## src/rtl/run_ctrl.sv

```systemverilog
// Run controller: preloads processor data memory, holds it in init, runs it until halt or cycle limit.
// Latency: go to first RUN cycle is RESET_CYCLES+1 clocks; load write issues one clock after accept.
// Backpressure: ld_ready is low while busy or in reset; go is ignored while busy.
module run_ctrl #(
    parameter int unsigned RESET_CYCLES = 2,
    parameter logic [15:0] TIMEOUT      = 16'hFFFF
) (
    input  logic        CLK,
    input  logic        start,
    input  logic        ld_valid,
    output logic        ld_ready,
    input  logic [7:0]  ld_addr,
    input  logic [7:0]  ld_data,
    input  logic        go,
    input  logic        dut_halt,
    output logic        dut_start,
    output logic        mem_wr_en,
    output logic [7:0]  mem_addr,
    output logic [7:0]  mem_data,
    output logic        busy,
    output logic        done,
    output logic        timeout,
    output logic [15:0] cycle_count
);

    typedef enum logic [1:0] {IDLE, RESET_DUT, RUN, DONE} state_t;

    // Last value of the reset-hold counter; a zero setting still spends one cycle in RESET_DUT.
    localparam logic [15:0] RC_LAST = (RESET_CYCLES > 0) ? 16'(RESET_CYCLES - 1) : 16'd0;

    state_t      state, state_nxt;
    logic [15:0] rst_cnt, rst_cnt_nxt;
    logic [15:0] count_nxt, count_inc;
    logic        done_nxt, timeout_nxt;
    logic        accept;

    assign ld_ready = !start && (state == IDLE || state == DONE);
    assign accept   = ld_valid && ld_ready;

    always_comb begin
        state_nxt   = state;
        rst_cnt_nxt = rst_cnt;
        count_nxt   = cycle_count;
        done_nxt    = done;
        timeout_nxt = timeout;
        count_inc   = (cycle_count == 16'hFFFF) ? cycle_count : cycle_count + 16'd1;
        case (state)
            IDLE: begin
                if (go && !accept) begin
                    state_nxt   = RESET_DUT;
                    rst_cnt_nxt = 16'd0;
                    count_nxt   = 16'd0;
                    done_nxt    = 1'b0;
                    timeout_nxt = 1'b0;
                end
            end
            RESET_DUT: begin
                if (rst_cnt >= RC_LAST) begin
                    state_nxt = RUN;
                end else begin
                    rst_cnt_nxt = rst_cnt + 16'd1;
                end
            end
            RUN: begin
                count_nxt = count_inc;
                // cycle_count==0 marks the first RUN cycle, where halt is not yet trusted
                if (dut_halt && cycle_count != 16'd0) begin
                    state_nxt   = DONE;
                    done_nxt    = 1'b1;
                    timeout_nxt = 1'b0;
                end else if (count_inc >= TIMEOUT) begin
                    state_nxt   = DONE;
                    done_nxt    = 1'b1;
                    timeout_nxt = 1'b1;
                end
            end
            DONE: begin
                if (accept) begin
                    state_nxt   = IDLE;
                    done_nxt    = 1'b0;
                    timeout_nxt = 1'b0;
                end else if (go) begin
                    state_nxt   = RESET_DUT;
                    rst_cnt_nxt = 16'd0;
                    count_nxt   = 16'd0;
                    done_nxt    = 1'b0;
                    timeout_nxt = 1'b0;
                end
            end
            default: state_nxt = IDLE;
        endcase
    end

    always_ff @(posedge CLK) begin
        if (start) begin
            state       <= IDLE;
            rst_cnt     <= 16'd0;
            dut_start   <= 1'b1;
            mem_wr_en   <= 1'b0;
            mem_addr    <= 8'd0;
            mem_data    <= 8'd0;
            busy        <= 1'b0;
            done        <= 1'b0;
            timeout     <= 1'b0;
            cycle_count <= 16'd0;
        end else begin
            state       <= state_nxt;
            rst_cnt     <= rst_cnt_nxt;
            dut_start   <= (state_nxt == IDLE) || (state_nxt == RESET_DUT);
            busy        <= (state_nxt == RESET_DUT) || (state_nxt == RUN);
            done        <= done_nxt;
            timeout     <= timeout_nxt;
            cycle_count <= count_nxt;
            mem_wr_en   <= accept;
            if (accept) begin
                mem_addr <= ld_addr;
                mem_data <= ld_data;
            end
        end
    end

endmodule

```

## config.mk

```make
export PLATFORM = sky130hd
export DESIGN_NAME = run_ctrl
export DESIGN_NICKNAME = d
export VERILOG_FILES = /design/src/rtl/run_ctrl.sv
export SDC_FILE = /design/constraint.sdc
export NUM_CORES = 1
export LEC_CHECK = 0
export CORE_AREA = 4 4 93 95
export CTS_CLUSTER_SIZE = 40
export DETAILED_ROUTE_END_ITERATION = 10
export DIE_AREA = 0 0 97 99
export DONT_BUFFER_PORTS = 1
export PLACE_DENSITY = 0.6
export SYNTH_ARGS = -nofsm -noshare
export SYNTH_HDL_FRONTEND = slang
export SYNTH_SLANG_ARGS = --single-unit
```

## constraint.sdc

```tcl
create_clock -name CLK -period 3.4 [get_ports CLK]
set_clock_uncertainty 0.2 [all_clocks]
set_input_delay 0.68 -clock CLK [delete_from_list [all_inputs] [get_ports CLK]]
set_output_delay 0.68 -clock CLK [all_outputs]
set_load 0.005 [all_outputs]
```

Yosys cells after proc, flatten, opt, wreduce, memory -nomap -nowiden
Index checks and enable logic that the tools add are counted.
- input bits: 21
- bits in registers: 55
- word-level logic and storage cells: 65
- $add $sub $neg: 2
- multiplexer cells: 22
- equal/unequal tests: 12
- $lt $le $gt $ge: 2
- reduce and logical (&&, ||, !) cells: 17
- operators with widths (kind ; count):
    $pmux W16 S3 ; 2
    $mux W16 ; 5
    $add A16 B1 Y16 const B ; 2
    $eq A16 B16 Y1 const B ; 1
    $ge A16 B1 Y1 const B ; 1
    $ge A16 B16 Y1 const B ; 1
    $reduce_bool A16 Y1 ; 1
    $mux W2 ; 6
    $pmux W2 S4 ; 1
    $reduce_and A4 Y1 ; 2
    $eq A2 B2 Y1 const B ; 3
    $mux W1 ; 6
    $ne A2 B2 Y1 const B ; 3
    $ne A3 B3 Y1 const B ; 2
    $pmux W1 S3 ; 2
    $reduce_bool A3 Y1 ; 2
    $reduce_and A5 Y1 ; 1
    $eq A2 B1 Y1 const B ; 2
    $logic_and A1 B1 Y1 ; 4
    $logic_not A2 Y1 ; 2
    $logic_or A1 B1 Y1 ; 3
    $logic_not A1 Y1 ; 2
    $ne A2 B1 Y1 const B ; 1

Longest topological paths before layout
Gate-level depths: netlist of the first run.
- depth after elaboration: 10
- mapped depth: 11
- gate-level depth less buffers: 10

Worst setup path before layout of the first run
OpenSTA, ideal clock, no wires.
- path type: register to register
- start point: reg cycle_count[0]
- end point: reg dut_start
- stages on the path, launching flop included: 11
- setup time: 127 ps
- data arrival time: 2664 ps
- setup slack: 409 ps
- required time: 3073 ps
- path through: dfxtp_1 ha_1 and3_1 buf_2 a31oi_1 or4_4 a2111oi_4 a31oi_1 a21o_1 ha_1 or3_1
- longest elaborated chain between the ends: 8
- elaborated cells between the ends (all ways): 12
- classes of those cells: add/sub: 1; order compare: 1; eq/ne: 2; mux: 4; reduce/logical: 4
- RTL lines (element ; RTL line ; RTL):
    start, declared ; 23 ; output logic [15:0] cycle_count
    start signal, assigned ; 113 ; cycle_count <= count_nxt;
    $add A16 B1 Y16 / $eq A16 B16 Y1 (equally long branches) ; 46 ; count_inc = (cycle_count == 16'hFFFF) ? cycle_count : cycle_count + 16'd1;
    $mux W16 ; 46 ;
    $ge A16 B16 Y1 ; 71 ; end else if (count_inc >= TIMEOUT) begin
    $mux W2 ; 71 ;
    $mux W2 (*) ; 67 ; if (dut_halt && cycle_count != 16'd0) begin
    $pmux W2 S4 (*) ; 47 ; case (state)
    $eq A2 B1 Y1 / $logic_not A2 Y1 (equally long branches) ; 109 ; dut_start <= (state_nxt == IDLE) || (state_nxt == RESET_DUT);
    $logic_or A1 B1 Y1 (*) ; 109 ;
    end signal, assigned ; 109 ;
    end, declared ; 16 ; output logic dut_start,
Mark *: on every way between the ends. The rest lies on a longest branch, timed or not.
A chain may end at the register's enable or synchronous reset.

Final worst setup path of the first run
- start point: reg cycle_count[8]
- end point: reg dut_start
The elaborated chain is that of the path after synthesis.

==> results of run 1 <==
[kinds of logic (layout without fill, tap and decap cells)]
logic type	Yosys count	in the layout	synth area share (%)
AO/OA/AOI/OAI	86	86	19.61
AND/OR/NAND/NOR	179	179	32.11
multiplexers	2	2	0.6689
XOR/XNOR	1	1	0.2927
flip-flops	55	55	36.79
adder cells (fa/ha/maj)	11	11	4.599
buffers and inverters	40	37	5.937
[layout make-up]
type	count	area, sq um
sequential	55	1101
clock buffer	5	68.82
timing repair buffer	14	105.1
tap	102	127.6
multi-input combinational	279	1714
inverter	15	56.30
clock inverter	3	46.29
fill	780	4508
[per-stage QoR]
step	std cells	worst slack [ps]	total power [W]	utilization (%)	area, sq um
CTS	473	327.9	0.001488	41.66	3219
floorplan	374	409.0	0.0009654	-	2993
finish	473	328.1	0.001472	41.66	3219
global route	473	99.36	0.001570	41.66	3219
global placement	465	381.9	0.001032	40.17	3104
detailed placement	465	347.5	0.001035	40.17	3104
[report_power, final]
| part | switching [W] | leakage [nW] | internal (W) | total (W) |
|---|---|---|---|---|
| combinational | 0.000189 | 0.639 | 0.000108 | 0.000297 |
| sequential | 0.0000364 | 0.447 | 0.000686 | 0.000722 |
| clock | 0.000230 | 0.0548 | 0.000222 | 0.000453 |
[worst register-to-register path: stages (launching register included)]
cell	delay, ps
dfxtp_1	560
and4_1	360
a311oi_1	150
or4_4	530
a2111oi_4	250
a31oi_1	200
a21o_1	200
ha_1	180
or3_1	330
[cell usage in the layout, fill, tap and decap left out, types with 3 or more instances in the layout]
cell and instances:
a211oi_1 4, a21o_1 3, a21oi_1 26, a22oi_1 3
a31oi_1 9, a41oi_1 4, and3_1 3, and4_1 6
buf_4 14, clkbuf_8 5, dfxtp_1 55, ha_1 11
inv_1 13, nand2_1 51, nand3_1 14, nand3b_1 16
nand4_1 10, nor2_1 37, nor3_1 13, nor4_1 7
o21a_1 6, o21ai_0 14, or3_1 4
[flip-flops by register name, indices dropped and copies added (netlist names), 2 cells and up]
name / count
cycle_count: 16
rst_cnt: 16
mem_addr: 8
mem_data: 8
state: 2
[metal layers]
layer	vias up	wire length (um)	track usage, %
met4	0	145	5.508
met5	-	0	0
met3	12	530	4.459
met2	85	3407	25.16
li1	1345	-	-
met1	1244	3409	21.93
[final timing paths]
path,startpoint,endpoint,depth (start not counted)
worst max register to register,cycle_count[8],dut_start,8
worst min register to register,rst_cnt[15],rst_cnt[15],2
worst min-delay path,start,rst_cnt[1],1
worst max-delay path,cycle_count[8],dut_start,8
==> results list, run 1 <==
* Length of the first detailed-routing pass in iterations: 4
- CTS placed an instance of clkbuf_8 at the clock tree root.
- The via count of the first global-routing pass was 2583.
- Biggest area contributors in the synthesized netlist: dfxtp_1 (37%), nand2_1 (6.4%), nor2_1 (4.6%)
- Of all nets on the critical path, the largest fanout is 11.
- After synthesis, the share of flip-flops with an asynchronous set or reset is 0%.
* Global-route congestion overflow total: 0
- In this run the biggest area consumer among cell types represents 36.79% of the synthesized area.
* Antenna Diode Count: 0
* Clock latency on the worst-skew pair: 310 ps
* Worst EP required: 3400 ps
- The worst register-to-register path has a setup slack of 330 ps.
- Cell with the biggest individual delay on the critical path: dfxtp_1
- Wire length of the first global-routing pass: 13140 um
- Buffers inserted during post-CTS setup optimization: 0
* First-iteration detailed-routing DRC count: 140
- VDD sags by at most 0.2287 mV.
- Maximum number of pins on one net before global-route repair: 45
- Via Count: 2686
* Post-synth net total: 406
- TritonCTS created 5 clock buffers.
- The die is 99 um tall.
- Ratio of final minimum period to clock period: 90.35%
- Summed over all nets, the half-perimeter wirelength after detailed placement is 5541 um.
* Most frequent cells after synthesis: dfxtp_1 (55), nand2_1 (51), nor2_1 (37)
- Clk sinks: 55
- Total count of max-transition violations in the final report: 0
* Max transition margin: 48.43%
- By instance count, the leading cell after synthesis is dfxtp_1.
- The worst setup path is launched from a flop.
- Count of distinct cell types in the synthesized netlist: 56
* Last weighted congestion value of the routability-driven placer: 0.8843
- Setup repair after global routing left no endpoint under its margin.
- Cell type contributing the most total cell area after synthesis: dfxtp_1
- After clock tree synthesis, the repair step resized 0 gates.
* Mean number of vias per cell: 5.679
* Post-CTS clock slew at the launch and capture registers of the worst setup and hold paths: 100 ps
* Max-cap violation count: 0
- Synthesis inferred 55 register bits.
- For this design the ratio of total power to cell area is 457.3 nW/um^2.
* CTS tree: yes
* Ratio of cells with drive above 1 in the final layout: 9.704%
- Nets@finish: 402
* Portion of the post-synthesis area used by sequential elements: 36.79%
- Leakage power: 1.141 nW
- Area of the mapped netlist: 2993 sq um
* Detailed-route wire length per cell: 15.84 um
* H-Tree Level Count: 2
- In this run the tool buffered the top-level ports with 0 buffer cells.
- DRC violation count after routing: 0
- Outcome: complete, no violations
- Yosys printed 0 warnings.
- In this run the count of I/O pins placed on the die edge is 59.
- Slew of the pin with the lowest slew margin: 770.7 ps
- In this run the deepest clock path goes through 2 buffers.
- FMAX: 325.5 MHz
* Count of endpoints failing hold in the final timing report: 0
* Width of the die: 97 um
* Delay of the slowest cell on the worst path: 560 ps
* Initial antenna violation count: 0
- Final Critical Period: 3072 ps
- Counting both buffers and inverters, the worst setup path holds a total of 0.
* Min Hold Slack: 222.6 ps
- The total area inside the core boundary comes to 7727 sq um.
* Number of standard-cell rows in the floorplan: 32
- In this run, post-CTS hold repair placed 0 buffers.
* List of cells traversed by the critical path: and4_1 -> a311oi_1 -> or4_4 -> a2111oi_4 -> a31oi_1 -> a21o_1 -> ha_1 -> or3_1
* Number of enable flip-flop cells after synthesis: 0
* Synthesized area per cell: 8.002 sq um
- Final antenna-violating net count: 0
- Top FF cell, synth: dfxtp_1
- Worst setup EP type: flop
* Die Area: 9603 sq um
* Total wire length: 7492 um
- The worst hold path belongs to the class in2reg.
- Adding up every negative setup slack in the final design gives 0 ps.
* Endpoint arrival time on the critical path: 3080 ps
* Syn-to-layout area delta: 7.567%
- For this run, the total global-route usage over all layers was measured as 16.28%.
* Starting Density: 38.73%
- Setup violations, final: 0
- Synthesis produced a netlist whose cell count is 374.
* Critical path class: reg2reg
- Cell family contributing the most delay on the critical path: simple AND/OR/NAND/NOR gates
Power figures use the tool's default switching activity.
==> inputs of run 2 (changes only) <==
--- a/config.mk
+++ b/config.mk
@@ -14,3 +14,4 @@
 export SYNTH_ARGS = -nofsm -noshare
 export SYNTH_HDL_FRONTEND = slang
 export SYNTH_SLANG_ARGS = --single-unit
+export TNS_END_PERCENT = 50
==> results of run 2 <==
Final layout, timing and power as in run 1 (identical DEF).
